==> config.mk <==
export PLATFORM = sky130hd
export DESIGN_NAME = pipe_skid_reg
export DESIGN_NICKNAME = d
export VERILOG_FILES = /design/src/rtl/pipe_pkg.sv /design/src/rtl/sat_counter.sv /design/src/rtl/pipe_skid_reg.sv
export SDC_FILE = /design/constraint.sdc
export NUM_CORES = 1
export LEC_CHECK = 0
export ABC_CLOCK_PERIOD_IN_PS = 3000
export BUFFER_PORTS_ARGS = -buffer_cell sky130_fd_sc_hd__buf_2
export CORE_ASPECT_RATIO = 0.7
export CORE_UTILIZATION = 45
export DETAILED_ROUTE_END_ITERATION = 10
export HOLD_SLACK_MARGIN = 0.08
export MAX_ROUTING_LAYER = met4
export PLACE_DENSITY = 0.68
export SYNTH_ARGS = -nofsm -noshare
export SYNTH_HDL_FRONTEND = slang
export SYNTH_SLANG_ARGS = --single-unit
==> constraint.sdc <==
create_clock -name clk -period 3 [get_ports clk]
set_input_delay 0.45 -clock clk [delete_from_list [all_inputs] [get_ports clk]]
set_output_delay 0.45 -clock clk [all_outputs]
set_load 0.005 [all_outputs]
==> src/rtl/pipe_pkg.sv <==
// Shared definitions for pipeline-stage registers: stage state encoding,
// default widths and the bubble (NOP) payload.
package pipe_pkg;

    typedef enum logic [1:0] {
        ST_EMPTY = 2'd0,
        ST_BUSY  = 2'd1,
        ST_FULL  = 2'd2
    } state_t;

    localparam int unsigned PIPE_DATA_W = 64;
    localparam int unsigned PIPE_CNT_W  = 16;

    // Bubble payload loaded on reset/flush; all-zero decodes as a NOP.
    localparam logic [PIPE_DATA_W-1:0] PIPE_NOP = '0;

    function automatic logic [1:0] occupancy_of(input state_t s);
        case (s)
            ST_BUSY: return 2'd1;
            ST_FULL: return 2'd2;
            default: return 2'd0;
        endcase
    endfunction

endpackage

==> src/rtl/sat_counter.sv <==
// Saturating up-counter with synchronous clear; shared by the pipeline
// performance counters.
module sat_counter #(
    parameter int unsigned CNT_W = 16
) (
    input  logic             clk,
    input  logic             reset,
    input  logic             inc,
    input  logic             clr,
    output logic [CNT_W-1:0] count
);

    always_ff @(posedge clk or negedge reset) begin
        if (!reset) begin
            count <= '0;
        end else if (clr) begin
            count <= '0;
        end else if (inc && (count != '1)) begin
            count <= count + CNT_W'(1);
        end
    end

endmodule

==> src/rtl/pipe_skid_reg.sv <==
// Valid/ready pipeline stage register with a two-entry skid buffer,
// synchronous flush to a bubble pattern and a saturating stall counter.
module pipe_skid_reg
    import pipe_pkg::*;
#(
    parameter int unsigned       DATA_W         = PIPE_DATA_W,
    parameter logic [DATA_W-1:0] FLUSH_DATA     = {DATA_W{1'b0}},
    parameter bit                CLEAR_ON_FLUSH = 1'b1,
    parameter int unsigned       CNT_W          = PIPE_CNT_W
) (
    input  logic              clk,
    input  logic              reset,
    input  logic              flush,
    input  logic              in_valid,
    output logic              in_ready,
    input  logic [DATA_W-1:0] in_data,
    output logic              out_valid,
    input  logic              out_ready,
    output logic [DATA_W-1:0] out_data,
    output logic [1:0]        occupancy,
    output logic [CNT_W-1:0]  stall_cnt,
    input  logic              stall_cnt_clr
);

    state_t            state, state_n;
    logic [DATA_W-1:0] main_q, main_n;
    logic [DATA_W-1:0] skid_q, skid_n;

    always_comb begin
        state_n = state;
        main_n  = main_q;
        skid_n  = skid_q;
        if (flush) begin
            state_n = ST_EMPTY;
            if (CLEAR_ON_FLUSH) begin
                main_n = FLUSH_DATA;
                skid_n = FLUSH_DATA;
            end
        end else begin
            case (state)
                ST_EMPTY: begin
                    if (in_valid) begin
                        main_n  = in_data;
                        state_n = ST_BUSY;
                    end
                end
                ST_BUSY: begin
                    if (in_valid && out_ready) begin
                        main_n = in_data;
                    end else if (in_valid) begin
                        skid_n  = in_data;
                        state_n = ST_FULL;
                    end else if (out_ready) begin
                        state_n = ST_EMPTY;
                    end
                end
                ST_FULL: begin
                    // in_ready is low here, so any in_valid is ignored
                    if (out_ready) begin
                        main_n  = skid_q;
                        state_n = ST_BUSY;
                    end
                end
                default: state_n = ST_EMPTY;
            endcase
        end
    end

    // Handshake outputs are registered from the next state so nothing
    // combinational reaches them from the inputs.
    always_ff @(posedge clk or negedge reset) begin
        if (!reset) begin
            state     <= ST_EMPTY;
            main_q    <= FLUSH_DATA;
            skid_q    <= FLUSH_DATA;
            out_valid <= 1'b0;
            in_ready  <= 1'b1;
            occupancy <= 2'd0;
        end else begin
            state     <= state_n;
            main_q    <= main_n;
            skid_q    <= skid_n;
            out_valid <= (state_n != ST_EMPTY);
            in_ready  <= (state_n != ST_FULL);
            occupancy <= occupancy_of(state_n);
        end
    end

    assign out_data = main_q;

    sat_counter #(
        .CNT_W (CNT_W)
    ) u_stall_cnt (
        .clk   (clk),
        .reset (reset),
        .inc   (out_valid && !out_ready),
        .clr   (stall_cnt_clr),
        .count (stall_cnt)
    );

    a_ready_not_full: assert property (
        @(posedge clk) disable iff (!reset) !(state == ST_FULL && in_ready)
    );

    a_occupancy_state: assert property (
        @(posedge clk) disable iff (!reset) occupancy == occupancy_of(state)
    );

endmodule

==> metrics.md <==
| Metric | Value |
|---|---|
| PwrDens | `652 nW/um^2` |
| Worst flop-to-flop path endpoint | `out_data[27]$_DFFE_PN0P_` |
| Fin util | `58.3%` |
| Post-Synthesis Cells | `about 560` |
| Setup slack, reg-to-reg | `0.74 ns` |
| Largest net degree at the start of global routing | `71` |
| Syn Area/Cell | `11.7 sq um` |
| Final period utilization | `75.5%` |
| Clock insertion delay at the later pin of the skew report | `0.41 ns` |
| Crit path from | `state[1]$_DFF_PN0_` |
| Fin area | `8220 sq um` |
| Critical path arrival | `2.57 ns` |
| Mux contribution to synthesized area | `10.3%` |
| Startpoint types | `flip-flop` |
| Clock skew | `0.0107 ns` |
| DP Area | `roughly 7600 sq um` |
| Total leakage power | `approximately 0.0038 uW` |
| Worst Path Required | `3.31 ns` |
| CP endpoint kind | `flip-flop` |
| Setup bufs post-CTS | `0` |
| Combinational share of power | `13.8%` |
| Die Y | `103 um` |
| Worst Setup EP | `out_data[27]$_DFFE_PN0P_` |
| Fill count | `1207` |
| Max_cap viols | `0` |
| Synth Area in Adders | `less than 1%` |
| # hold bufs at CTS | `1` |
| Crit-path cells | `inv_1 > ha_1 > o21bai_1 > o221a_4 > buf_4 > nor2_1 > a211oi_1` |
| Power after layout | `5360 uW` |
| Tmin final | `2.26 ns` |
| Final Max Tran Viols | `0` |
| Total CTS buffers | `17` |
| FF-to-FF Start | `state[1]$_DFF_PN0_` |
| Run status | `completed` |
| DR WL/cell | `17.7 um` |
| Xor and xnor area share after synthesis | `0%` |
| R2R depth | `7` |
| Via-to-Cell Ratio | `5.60` |
| Hold Crit Depth | `2` |
| NetSw | `around 1400 uW` |
| Via count | `between 5000 and 6000` |
| Worst Max-Slew Pin Slew | `0.735 ns` |
| DRC | `0` |
| Syn_nets | `638` |
| PostCTS Resize Cnt | `0` |
| Drt first pass iters | `4` |
| Net Sw Frac | `25.9%` |
| Reg clk slew, reported paths | `0.06 ns` |
| Largest stage delay, worst path | `0.46 ns` |
| CTS tree | `built` |
| H-tree depth | `4` |
| Post-Synth Simple-Gate Area | `9.47%` |
| Hold Crit Class | `input port to flip-flop` |
| Placeable Area | `roughly 14000 sq um` |
| Starting density of the core | `46.6%` |
| Drt total wl | `16100 um` |
| CTS sink count | `150` |
| Flop pwr share | `42.5%` |
| Global-route wire length before repair | `26600 um` |
| Clock network power share | `43.7%` |
| Crit-path slowest cell | `dfrtp_1` |
| Cell taking the most area after synthesis | `dfrtp_1` |
| Area grow syn2layout | `25.0%` |
| Detailed router's first-iteration violation count | `234` |
| IO buf count | `153` |
| Largest family of logic cells by synthesized area | `compound AO/OA/AOI/OAI gates` |
| Initial antenna violation count | `2` |
| Vias in the first global route | `a little over 5000` |
| Fmax | `442 MHz` |
| Synth Area in Compound Gates | `between 15 and 20%` |
| GRT Total Usage | `23.4%` |
| Peak supply drop | `0.000381 V` |
| Cell row count | `36` |
| Slew margin rel. | `between 50% and 60%` |
| Post-DP HPWL | `10200 um` |
| GRT Residual Overflow | `0` |
| Netlist cell types | `40` |
| Number of synthesized flops with an enable pin | `0` |
| RSZ-0062 raised after global routing | `no` |
| Mapped Area | `about 6600 sq um` |
| # IOs | `around 150` |
| Die width | `146 um` |
| Setup violators final | `0` |
| Most numerous cell in the Yosys netlist | `dfrtp_1` |
| Die area | `15100 sq um` |
| Layout cells sized above 1 | `29.7%` |
| FF+latch count, synth | `150` |
| Internal power | `roughly 4000 uW` |
| RD Place Congestion | `about 0.86` |
| Final hold violations | `0` |
| Crit-path max FO | `35` |
| Yosys warns | `0` |
| WS Path Type | `flip-flop to flip-flop` |
| Final Net Count | `777` |
| Seq/Total Area, Yosys | `57.1%` |
| Synth area leaders | `dfrtp_1 (57%), mux2i_1 (9.7%), a22o_1 (8.5%), a211oi_1 (7.3%), nor2_1 (4.1%)` |
| Clock buffer depth | `2` |
| Root Buffer | `clkbuf_16` |
| Asr flop ratio synth | `between 90% and 100%` |
| Commonest register cell after synthesis | `dfrtp_1` |
| Share of the synthesized area in the top cell type | `56.7%` |
| Antenna Nets Post-Route | `0` |
| Commonest cells post-synth | `dfrtp_1 (149), nor2_1 (72), a211oi_1 (64), a22o_1 (64), mux2i_1 (64)` |
| Setup TNS Final | `0 ns` |
==> cell families (layout without fill, tap and decap cells) <==
| logic type | Yosys count | count (layout) |
|---|---|---|
| compound gates | 163 | 163 |
| fa+ha+maj | 5 | 5 |
| buf+inv | 49 | 201 |
| flops | 150 | 150 |
| mux | 67 | 67 |
| other cells | 0 | 2 |
| simple gates | 129 | 129 |
==> metrics by stage <==
step,setup WS [ns],std cells,hold slack [ns]
after floorplan,0.946,563,0.154
after global placement,0.762,872,0.458
after detailed placement,0.706,872,0.470
after CTS,0.723,905,0.252
after global routing,0.495,907,0.259
final,0.735,907,0.269
==> placed cells by master (no fill, tap or decap), types with 2 or more instances in the layout <==
cell / count
buf_2: 152
dfrtp_1: 149
nor2_1: 71
mux2i_1: 64
a211oi_1: 64
a22o_1: 64
clkbuf_16: 17
a21oi_1: 12
buf_4: 10
or4_1: 9
nand2_1: 8
o31ai_1: 7
o21ai_0: 6
nand3_1: 6
nand4_1: 5
bufinv_16: 5
or2_2: 4
ha_1: 4
clkinv_4: 4
clkinvlp_4: 4
inv_1: 3
nor3b_1: 3
nand2b_1: 3
o21bai_1: 3
nor3_1: 3
nor2b_1: 3
nor4_1: 3
mux2_2: 3
or3_1: 3
diode_2: 2
and3_1: 2
o21ba_2: 2
buf_12: 2
==> critical path, delay by kind of cell (launching register included) <==
family	cells	cell delay, ns
AO/OA/AOI/OAI	3	0.83
adder cells (fa/ha/maj)	1	0.26
buffers and inverters	2	0.52
flip-flops	1	0.46
AND/OR/NAND/NOR	1	0.08
==> worst min-delay path by stage <==
stage | from | end | slack (ns)
after floorplan | reset | occupancy[0]$_DFF_PN0_ | 0.15
after global placement | reset | u_stall_cnt.count[13]$_DFFE_PN0P_ | 0.46
after detailed placement | reset | u_stall_cnt.count[13]$_DFFE_PN0P_ | 0.47
after CTS | in_data[42] | skid_q[42]$_DFFE_PN0P_ | 0.25
after global routing | in_data[22] | skid_q[22]$_DFFE_PN0P_ | 0.26
final | in_data[63] | skid_q[63]$_DFFE_PN0P_ | 0.27
==> metal layers <==
metal	wire (um)	vias up	GRT usage (%)
met3	930	7	6.77
met5	0	-	-
met1	7810	2538	31.1
met4	79	0	6.97
li1	-	2399	-
met2	7250	138	34.7
==> power by group through the flow <==
stage | combinational, uW | clock [uW] | sequential (uW)
2_1_floorplan | 384 | 0 | 2310
3_3_place_gp | 724 | 0 | 2300
4_1_cts | 751 | 2380 | 2280
3_5_place_dp | 748 | 0 | 2310
6_report | 741 | 2340 | 2280
5_1_grt | 833 | 2470 | 2300
==> area by class of cell <==
| cell class | instances | area [sq um] | area share, % |
|---|---|---|---|
| Tap cell | 190 | 238 | 2.89 |
| Clock buffer | 17 | 425 | 5.17 |
| Sequential cell | 150 | 3750 | 45.7 |
| Timing Repair Buffer | 166 | 897 | 10.9 |
| Antenna cell | 2 | 5.00 | 0.0609 |
| Inverter | 3 | 11.3 | 0.137 |
| Clock inverter | 15 | 229 | 2.78 |
| Multi-Input combinational cell | 364 | 2660 | 32.4 |
==> state kept, by name (all words and copies together), names as in the netlist <==
register / flops
skid_q: 64
out_valid: 1
in_ready: 1
u_stall_cnt.count: 16
out_data: 64
occupancy: 2
state: 2
(Power assumes the default switching activity.)
